===== src/rtl/eq_gain_ctrl_pkg.sv =====
// eq_ctrl_pkg: shared constants and helpers for the equaliser control front end.
//   - Seven-segment patterns, active-low, bit0 = segment a
//   - seg_dec  : one decimal digit -> segment pattern (non-digits blank)
//   - bin2tu   : 0..99 binary value -> {tens, units} BCD nibbles
//   - seg_disp : full six-digit readout "b<band>  <gain>"
package eq_ctrl_pkg;

    localparam logic [6:0] SEG_B     = 7'b0000011;
    localparam logic [6:0] SEG_BLANK = 7'h7F;

    // Index n holds the pattern for digit n.
    localparam logic [9:0][6:0] SEG_DIGITS = {
        7'h10, 7'h00, 7'h78, 7'h02, 7'h12,
        7'h19, 7'h30, 7'h24, 7'h79, 7'h40
    };

    function automatic logic [6:0] seg_dec(input logic [3:0] d);
        return (d <= 4'd9) ? SEG_DIGITS[d] : SEG_BLANK;
    endfunction

    function automatic logic [7:0] bin2tu(input logic [6:0] v);
        logic [3:0] tens;
        logic [3:0] units;
        tens  = 4'(v / 7'd10);
        units = 4'(v - (v / 7'd10) * 7'd10);
        return {tens, units};
    endfunction

    // band_dig is the 1-based band number shown to the user.
    function automatic logic [5:0][6:0] seg_disp(input logic [3:0] band_dig,
                                                 input logic [6:0] gain);
        logic [7:0] tu;
        logic [6:0] tens_seg;
        tu       = bin2tu(gain);
        tens_seg = (tu[7:4] == 4'd0) ? SEG_BLANK : seg_dec(tu[7:4]);
        return {SEG_B, seg_dec(band_dig), SEG_BLANK, SEG_BLANK,
                tens_seg, seg_dec(tu[3:0])};
    endfunction

endpackage


===== src/rtl/eq_gain_ctrl_key_cond.sv =====
// key_cond: conditions one active-low asynchronous push-button.
//   clk_i, rst_ni : clock, synchronous active-low reset
//   key_ni        : raw button level (0 = pressed)
//   press_o       : one-cycle event per accepted press, plus auto-repeat
//                   events while held when REPEAT_EN = 1
module key_cond
    import eq_ctrl_pkg::*;
#(
    parameter int DEBOUNCE_CYC = 1_000_000,
    parameter int HOLD_CYC     = 25_000_000,
    parameter int REPEAT_CYC   = 5_000_000,
    parameter bit REPEAT_EN    = 1'b1
) (
    input  logic clk_i,
    input  logic rst_ni,
    input  logic key_ni,
    output logic press_o
);

    localparam int DB_W   = $clog2(DEBOUNCE_CYC + 1);
    localparam int RC_MAX = (HOLD_CYC > REPEAT_CYC) ? HOLD_CYC : REPEAT_CYC;
    localparam int RC_W   = $clog2(RC_MAX + 1);

    logic [1:0]      sync_q, sync_d;
    logic [1:0]      vld_q, vld_d;
    logic            deb_q, deb_d;
    logic            deb_prev_q, deb_prev_d;
    logic [DB_W-1:0] db_cnt_q, db_cnt_d;
    logic            armed_q, armed_d;
    logic [RC_W-1:0] rc_cnt_q, rc_cnt_d;
    logic            rep_q, rep_d;
    logic            fall;
    logic            rep_ev;

    always_comb begin
        sync_d     = {sync_q[0], key_ni};
        vld_d      = (vld_q == 2'd2) ? vld_q : vld_q + 2'd1;
        deb_prev_d = deb_q;

        deb_d    = deb_q;
        db_cnt_d = '0;
        if (sync_q[1] != deb_q) begin
            if (db_cnt_q == DB_W'(DEBOUNCE_CYC - 1)) begin
                deb_d = sync_q[1];
            end else begin
                db_cnt_d = db_cnt_q + DB_W'(1);
            end
        end

        // The sync flops hold reset values for two cycles; only once they carry
        // real samples may a released level arm the event generator. A key held
        // through reset therefore never arms until it is seen released.
        armed_d = armed_q;
        if ((vld_q == 2'd2) && sync_q[1] && deb_q) begin
            armed_d = 1'b1;
        end

        fall = deb_prev_q & ~deb_q;

        // rc_cnt_q is 0 in the press cycle and counts cycles held since then.
        rep_ev   = 1'b0;
        rep_d    = 1'b0;
        rc_cnt_d = '0;
        if (!deb_q && REPEAT_EN) begin
            rep_d    = rep_q;
            rc_cnt_d = rc_cnt_q + RC_W'(1);
            if (!rep_q && (rc_cnt_q == RC_W'(HOLD_CYC))) begin
                rep_ev   = 1'b1;
                rep_d    = 1'b1;
                rc_cnt_d = RC_W'(1);
            end else if (rep_q && (rc_cnt_q == RC_W'(REPEAT_CYC))) begin
                rep_ev   = 1'b1;
                rc_cnt_d = RC_W'(1);
            end
        end

        press_o = armed_q & (fall | rep_ev);
    end

    always_ff @(posedge clk_i) begin
        if (!rst_ni) begin
            sync_q     <= 2'b11;
            vld_q      <= 2'd0;
            deb_q      <= 1'b1;
            deb_prev_q <= 1'b1;
            db_cnt_q   <= '0;
            armed_q    <= 1'b0;
            rc_cnt_q   <= '0;
            rep_q      <= 1'b0;
        end else begin
            sync_q     <= sync_d;
            vld_q      <= vld_d;
            deb_q      <= deb_d;
            deb_prev_q <= deb_prev_d;
            db_cnt_q   <= db_cnt_d;
            armed_q    <= armed_d;
            rc_cnt_q   <= rc_cnt_d;
            rep_q      <= rep_d;
        end
    end

endmodule


===== src/rtl/eq_gain_ctrl.sv =====
// eq_gain_ctrl: push-button front end of the N-band FIR equaliser.
//   clk_i, rst_ni      : clock, synchronous active-low reset
//   key_band_ni        : band-select button (active-low, async)
//   key_up_ni          : gain-up button (active-low, async, auto-repeat)
//   key_dn_ni          : gain-down button (active-low, async, auto-repeat)
//   band_o             : selected band
//   gain_o             : gain index per band
//   upd_o, upd_band_o  : one-cycle pulse and band index when a gain changes
//   hex_o              : six 7-segment digits "b<band>  <gain>", active-low
module eq_gain_ctrl
    import eq_ctrl_pkg::*;
#(
    parameter int NUM_BANDS    = 3,
    parameter int GAIN_WD      = 3,
    parameter int GAIN_MAX     = 5,
    parameter int GAIN_RST     = 0,
    parameter int WRAP         = 0,
    parameter int DEBOUNCE_CYC = 1_000_000,
    parameter int HOLD_CYC     = 25_000_000,
    parameter int REPEAT_CYC   = 5_000_000,
    localparam int BAND_W      = $clog2(NUM_BANDS)
) (
    input  logic                                clk_i,
    input  logic                                rst_ni,
    input  logic                                key_band_ni,
    input  logic                                key_up_ni,
    input  logic                                key_dn_ni,
    output logic [BAND_W-1:0]                   band_o,
    output logic [NUM_BANDS-1:0][GAIN_WD-1:0]   gain_o,
    output logic                                upd_o,
    output logic [BAND_W-1:0]                   upd_band_o,
    output logic [5:0][6:0]                     hex_o
);

    logic press_band, press_up, press_dn;

    key_cond #(.DEBOUNCE_CYC(DEBOUNCE_CYC), .HOLD_CYC(HOLD_CYC),
               .REPEAT_CYC(REPEAT_CYC), .REPEAT_EN(1'b0))
        u_key_band (.clk_i(clk_i), .rst_ni(rst_ni), .key_ni(key_band_ni), .press_o(press_band));

    key_cond #(.DEBOUNCE_CYC(DEBOUNCE_CYC), .HOLD_CYC(HOLD_CYC),
               .REPEAT_CYC(REPEAT_CYC), .REPEAT_EN(1'b1))
        u_key_up (.clk_i(clk_i), .rst_ni(rst_ni), .key_ni(key_up_ni), .press_o(press_up));

    key_cond #(.DEBOUNCE_CYC(DEBOUNCE_CYC), .HOLD_CYC(HOLD_CYC),
               .REPEAT_CYC(REPEAT_CYC), .REPEAT_EN(1'b1))
        u_key_dn (.clk_i(clk_i), .rst_ni(rst_ni), .key_ni(key_dn_ni), .press_o(press_dn));

    logic [BAND_W-1:0]              band_q, band_d;
    logic [NUM_BANDS-1:0][GAIN_WD-1:0] gain_q, gain_d;
    logic                           upd_q, upd_d;
    logic [BAND_W-1:0]              upd_band_q, upd_band_d;
    logic [5:0][6:0]                hex_q, hex_d;
    logic [GAIN_WD-1:0]             cur, nxt;

    always_comb begin
        band_d     = band_q;
        gain_d     = gain_q;
        upd_d      = 1'b0;
        upd_band_d = upd_band_q;

        // Gain step always targets the band selected before this cycle's
        // band event; opposing up/down events cancel.
        cur = gain_q[band_q];
        nxt = cur;
        if (press_up && !press_dn) begin
            if (cur == GAIN_WD'(GAIN_MAX)) begin
                nxt = (WRAP != 0) ? '0 : cur;
            end else begin
                nxt = cur + GAIN_WD'(1);
            end
        end else if (press_dn && !press_up) begin
            if (cur == '0) begin
                nxt = (WRAP != 0) ? GAIN_WD'(GAIN_MAX) : cur;
            end else begin
                nxt = cur - GAIN_WD'(1);
            end
        end

        if (nxt != cur) begin
            gain_d[band_q] = nxt;
            upd_d          = 1'b1;
            upd_band_d     = band_q;
        end

        if (press_band) begin
            band_d = (band_q == BAND_W'(NUM_BANDS - 1)) ? '0 : band_q + BAND_W'(1);
        end

        hex_d = seg_disp(4'(band_q) + 4'd1, 7'(gain_q[band_q]));
    end

    always_ff @(posedge clk_i) begin
        if (!rst_ni) begin
            band_q     <= '0;
            gain_q     <= {NUM_BANDS{GAIN_WD'(GAIN_RST)}};
            upd_q      <= 1'b0;
            upd_band_q <= '0;
            hex_q      <= seg_disp(4'd1, 7'(GAIN_RST));
        end else begin
            band_q     <= band_d;
            gain_q     <= gain_d;
            upd_q      <= upd_d;
            upd_band_q <= upd_band_d;
            hex_q      <= hex_d;
        end
    end

    assign band_o     = band_q;
    assign gain_o     = gain_q;
    assign upd_o      = upd_q;
    assign upd_band_o = upd_band_q;
    assign hex_o      = hex_q;

endmodule


===== config.mk =====
export PLATFORM = sky130hd
export DESIGN_NAME = eq_gain_ctrl
export DESIGN_NICKNAME = d
export VERILOG_FILES = /design/src/rtl/eq_gain_ctrl_pkg.sv /design/src/rtl/eq_gain_ctrl_key_cond.sv /design/src/rtl/eq_gain_ctrl.sv
export SDC_FILE = /design/constraint.sdc
export NUM_CORES = 1
export LEC_CHECK = 0
export CORE_ASPECT_RATIO = 1.1
export CORE_MARGIN = 2
export CORE_UTILIZATION = 45
export CTS_CLUSTER_SIZE = 10
export DETAILED_ROUTE_END_ITERATION = 16
export MAX_ROUTING_LAYER = met4
export PLACE_DENSITY = 0.79
export SLEW_MARGIN = 30
export SYNTH_ARGS = -nofsm -noshare
export SYNTH_HDL_FRONTEND = slang
export SYNTH_HIERARCHICAL = 1
export SYNTH_SLANG_ARGS = --single-unit

===== constraint.sdc =====
create_clock -name clk_i -period 2.81 [get_ports clk_i]
set_input_delay 0.281 -clock clk_i [delete_from_list [all_inputs] [get_ports clk_i]]
set_output_delay 0.281 -clock clk_i [all_outputs]
set_load 0.05 [all_outputs]

==> summary.md, run 1 <==
| Metric | Value |
|---|---|
| CTS Buf Count | `17` |
| FFs w/ async S/R, synth | `0%` |
| Vias in the first global route | `between 5k and 6k` |
| Final worst-path cycle share | `a little over nine tenths` |
| Clock tree buffer depth | `2` |
| Total power draw | `approximately 5000 µW` |
| Final GP Congestion | `slightly above 0.8` |
| Synthesized flop and latch total | `160` |
| DP Area | `about 8300 µm²` |
| DRC errors left | `0` |
| Slew @ Worst Pin | `0.856 ns` |
| Global-route congestion overflow total | `0` |
| FILL cells | `about 1.5k` |
| Hold Worst Slack | `approximately 0.41 ns` |
| Outcome | `finished, final reports clean` |
| Final HPWL DP | `around 11 mm` |
| Max-capacitance violation count | `0` |
| DR vias/cell | `5.41` |
| Reg clk slew, reported paths | `0.06 ns` |
| Post-Synth XOR/XNOR Area | `8.36%` |
| Syn Inst Count | `approximately 860` |
| Max-slew violations | `0` |
| DRT iter0 DRCs | `401` |
| Largest net degree at the start of global routing | `27` |
| Initial Utilization | `a little under half` |
| Leakage power | `0.00295 µW` |
| Post-Synth Adder-Cell Area | `3.55%` |
| Core ar. | `roughly 17000 µm²` |
| Drt pass-1 iters | `5` |
| Setup repair bufs after CTS | `0` |
| Tmin final | `2.67 ns` |
| Post-synthesis cell type count | `between 60 and 70` |
| Fin nets | `~930` |
| Antenna violations before repair | `0` |
| CP Data Arrival Time | `2.99 ns` |
| CTS tree | `yes` |
| DIE HEIGHT | `approximately 140 µm` |
| Number of synthesized flops with an enable pin | `0` |
| Sequential area share after synthesis | `41.3%` |
| Max frequency | `between 0.3 and 0.4 GHz` |
| WL final | `15.5 mm` |
| Setup TNS | `0 ns` |
| Finish-stage setup viols | `0` |
| Most common cell after layout, fill and taps aside | `dfxtp_1` |
| Compound-cell area share of the yosys netlist | `approximately a tenth` |
| Hold Crit Class | `reg -> reg` |
| Endpoints failing hold | `0` |
| RSZ-0062 raised after global routing | `false` |
| N_diodes | `0` |
| Largest family of logic cells by synthesized area | `simple AND/OR/NAND/NOR gates` |
| First-pass GRT wire length | `around 26 mm` |
| Commonest cells after routing, fill and taps aside | `dfxtp_1 (158), nor2_1 (62), nand2_1 (48)` |
| Worst skew pair latency | `0.42 ns` |
| Die width | `roughly 130 µm` |
| Crit-path slowest cell | `or3b_2` |
| Synthesis Warnings | `6` |
| Post-synthesis mux area share | `2.00%` |
| # H-tree levels | `4` |
| Simple-gate portion of the synthesized area | `27.9%` |
| Worst EP required | `~3.1 ns` |
| CP Launch Type | `flop` |
| P&R area growth vs syn | `15.0%` |
| Syn_area_per_cell | `approximately 9.0 µm²` |
| Slew HR | `42.8%` |
| PD cells | `about 550 nW/µm²` |
| Root buffer cell | `clkbuf_16` |
| Crit path kind | `reg -> reg` |
| Finished Cell Area | `8920 µm²` |
| Vias | `about 6.2k` |
| GRT Total Usage | `~18%` |
| Critical path fanouts, max | `9` |
| I/O pin count | `a little over 60` |
| Layout cells sized above 1 | `11.1%` |
| Port buffer count | `32` |
| Crit. End Element | `flop` |
| Ys flop type | `dfxtp_1` |
| Clock sinks | `160` |
| Slowest Stage Delay on Critical Path | `~0.51 ns` |
| Max IR drop VDD | `0.000409 V` |
| Area of the mapped netlist | `just under 8000 µm²` |
| Routed WL per cell | `between 10 and 15 µm` |
| Die Area | `18300 µm²` |
| Row count | `50` |
| Detail Route Antenna Nets | `0` |
| Clk_skew | `around 0.0084 ns` |
| CP Cell Sequence | `or3b_2 > nor4_2 > o21a_1 > o211a_1 > nand2b_1 > a211oi_2 > or2_4 > a21oi_1 > a311oi_1` |
## critical path, delay by kind of cell (launching register included)
kind	cells	cell delay, ns
AO/OA/AOI/OAI	5	1.00
AND/OR/NAND/NOR	4	1.18
flip-flops	1	0.39
## state kept, by name, indices dropped and copies added, names as in the netlist, 9 cells and up
signal               flops
u_key_dn/rc_cnt_q       25
u_key_up/rc_cnt_q       25
hex_o                   13
gain_o                   9
u_key_up/db_cnt_q       20
u_key_band/db_cnt_q     20
u_key_dn/db_cnt_q       20
## per-stage QoR
stage | util (%) | setup slack [ns] | instances
6_report | 52.6 | 0.137 | 1153
4_1_cts | 52.4 | 0.0918 | 1153
3_3_place_gp | 48.8 | 0.0592 | 1121
5_1_grt | 52.6 | 0.00343 | 1153
2_1_floorplan | - | 0.0208 | 889
3_5_place_dp | 48.8 | -0.0164 | 1121
## worst paths after layout
path                                                 endpoint                        startpoint  cells past startpoint  slack (ns)
worst max-delay path                   gain_o[7]$_SDFFE_PN0P_  u_key_up/rc_cnt_q[22]$_SDFF_PP0_                      9        0.14
worst min-delay path            u_key_up/sync_q[1]$_SDFF_PN1_     u_key_up/sync_q[0]$_SDFF_PN1_                      1        0.41
worst max register to register         gain_o[7]$_SDFFE_PN0P_  u_key_up/rc_cnt_q[22]$_SDFF_PP0_                      9        0.14
worst min register to register  u_key_up/sync_q[1]$_SDFF_PN1_     u_key_up/sync_q[0]$_SDFF_PN1_                      1        0.41
## routing by layer
metal	routed length, µm	GRT usage, %	share of wire (%)	vias up
met5	0	-	0	-
met4	346	6.41	2.2	0
met3	555	3.39	3.6	28
met2	7750	28.7	50	128
met1	6880	22.6	44	2956
li1	-	-	-	3127
## what timing repair did
action / in CTS / in global routing
setup endpoints to repair: 2 / 8
gates resized for setup: 2 / 5
hold buffers: 0 / 0
## final cells by class
| cell class | instances | area (µm²) | area share, % |
|---|---|---|---|
| Multi-Input combinational cell | 632 | 4160 | 46.6 |
| Sequential cell | 160 | 3210 | 35.9 |
| Timing Repair Buffer | 60 | 531 | 5.95 |
| Clock buffer | 17 | 425 | 4.77 |
| Tap cell | 234 | 293 | 3.28 |
| Clock inverter | 15 | 176 | 1.98 |
| Inverter | 35 | 131 | 1.47 |
## Yosys cell counts (5+ instances only)
library cell,count,area share [%]
inv_1,35,1.7
nand4_1,24,1.9
nor4_1,25,2.0
or4_1,15,1.5
o31ai_1,12,1.2
nand3b_1,5,0.48
xor2_1,32,3.6
dfxtp_1,160,41
mux2i_1,14,1.8
clkbuf_1,15,0.73
o211ai_1,5,0.48
a211oi_1,17,1.6
nor2_1,62,3.0
nand2b_1,12,0.97
buf_2,9,0.58
nor2b_1,6,0.48
xnor2_1,42,4.7
nor3_1,45,2.9
and3_1,12,0.97
o21ai_0,31,2.0
nand3_1,37,2.4
buf_4,31,3.0
nand2_1,48,2.3
and4_1,11,1.2
and2_1,12,0.97
buf_6,5,0.73
a21oi_1,27,1.7
or3_1,20,1.6
ha_1,22,3.5
## where the power goes
group	switching, µW	total (µW)	internal, µW
clock	994	2330	1340
combinational	163	255	91.9
sequential	32.9	2350	2320
## cells by family after synthesis
logic type | count (synthesis)
AO/OA/AOI/OAI | 116
multiplexers | 15
other | 2
AND/OR/NAND/NOR | 377
buffers and inverters | 97
XOR/XNOR | 74
flip-flops | 160
adder cells (fa/ha/maj) | 22
Note: power is estimated with default switching activity, not from simulation.
==> run 2, diff against run 1 <==
--- a/config.mk
+++ b/config.mk
@@ -5,6 +5,7 @@
 export SDC_FILE = /design/constraint.sdc
 export NUM_CORES = 1
 export LEC_CHECK = 0
+export CAP_MARGIN = 5
 export CORE_ASPECT_RATIO = 1.1
 export CORE_MARGIN = 2
 export CORE_UTILIZATION = 45
==> results of run 2 <==
The final DEF is identical to that of run 1; final timing and power are the same.
==> run 3, diff against run 2 <==
--- a/config.mk
+++ b/config.mk
@@ -13,8 +13,10 @@
 export DETAILED_ROUTE_END_ITERATION = 16
 export MAX_ROUTING_LAYER = met4
 export PLACE_DENSITY = 0.79
+export SKIP_LAST_GASP = 1
 export SLEW_MARGIN = 30
 export SYNTH_ARGS = -nofsm -noshare
 export SYNTH_HDL_FRONTEND = slang
 export SYNTH_HIERARCHICAL = 1
 export SYNTH_SLANG_ARGS = --single-unit
+export TNS_END_PERCENT = 20
==> results of run 3 <==
The final DEF is identical to that of run 1; final timing and power are the same.
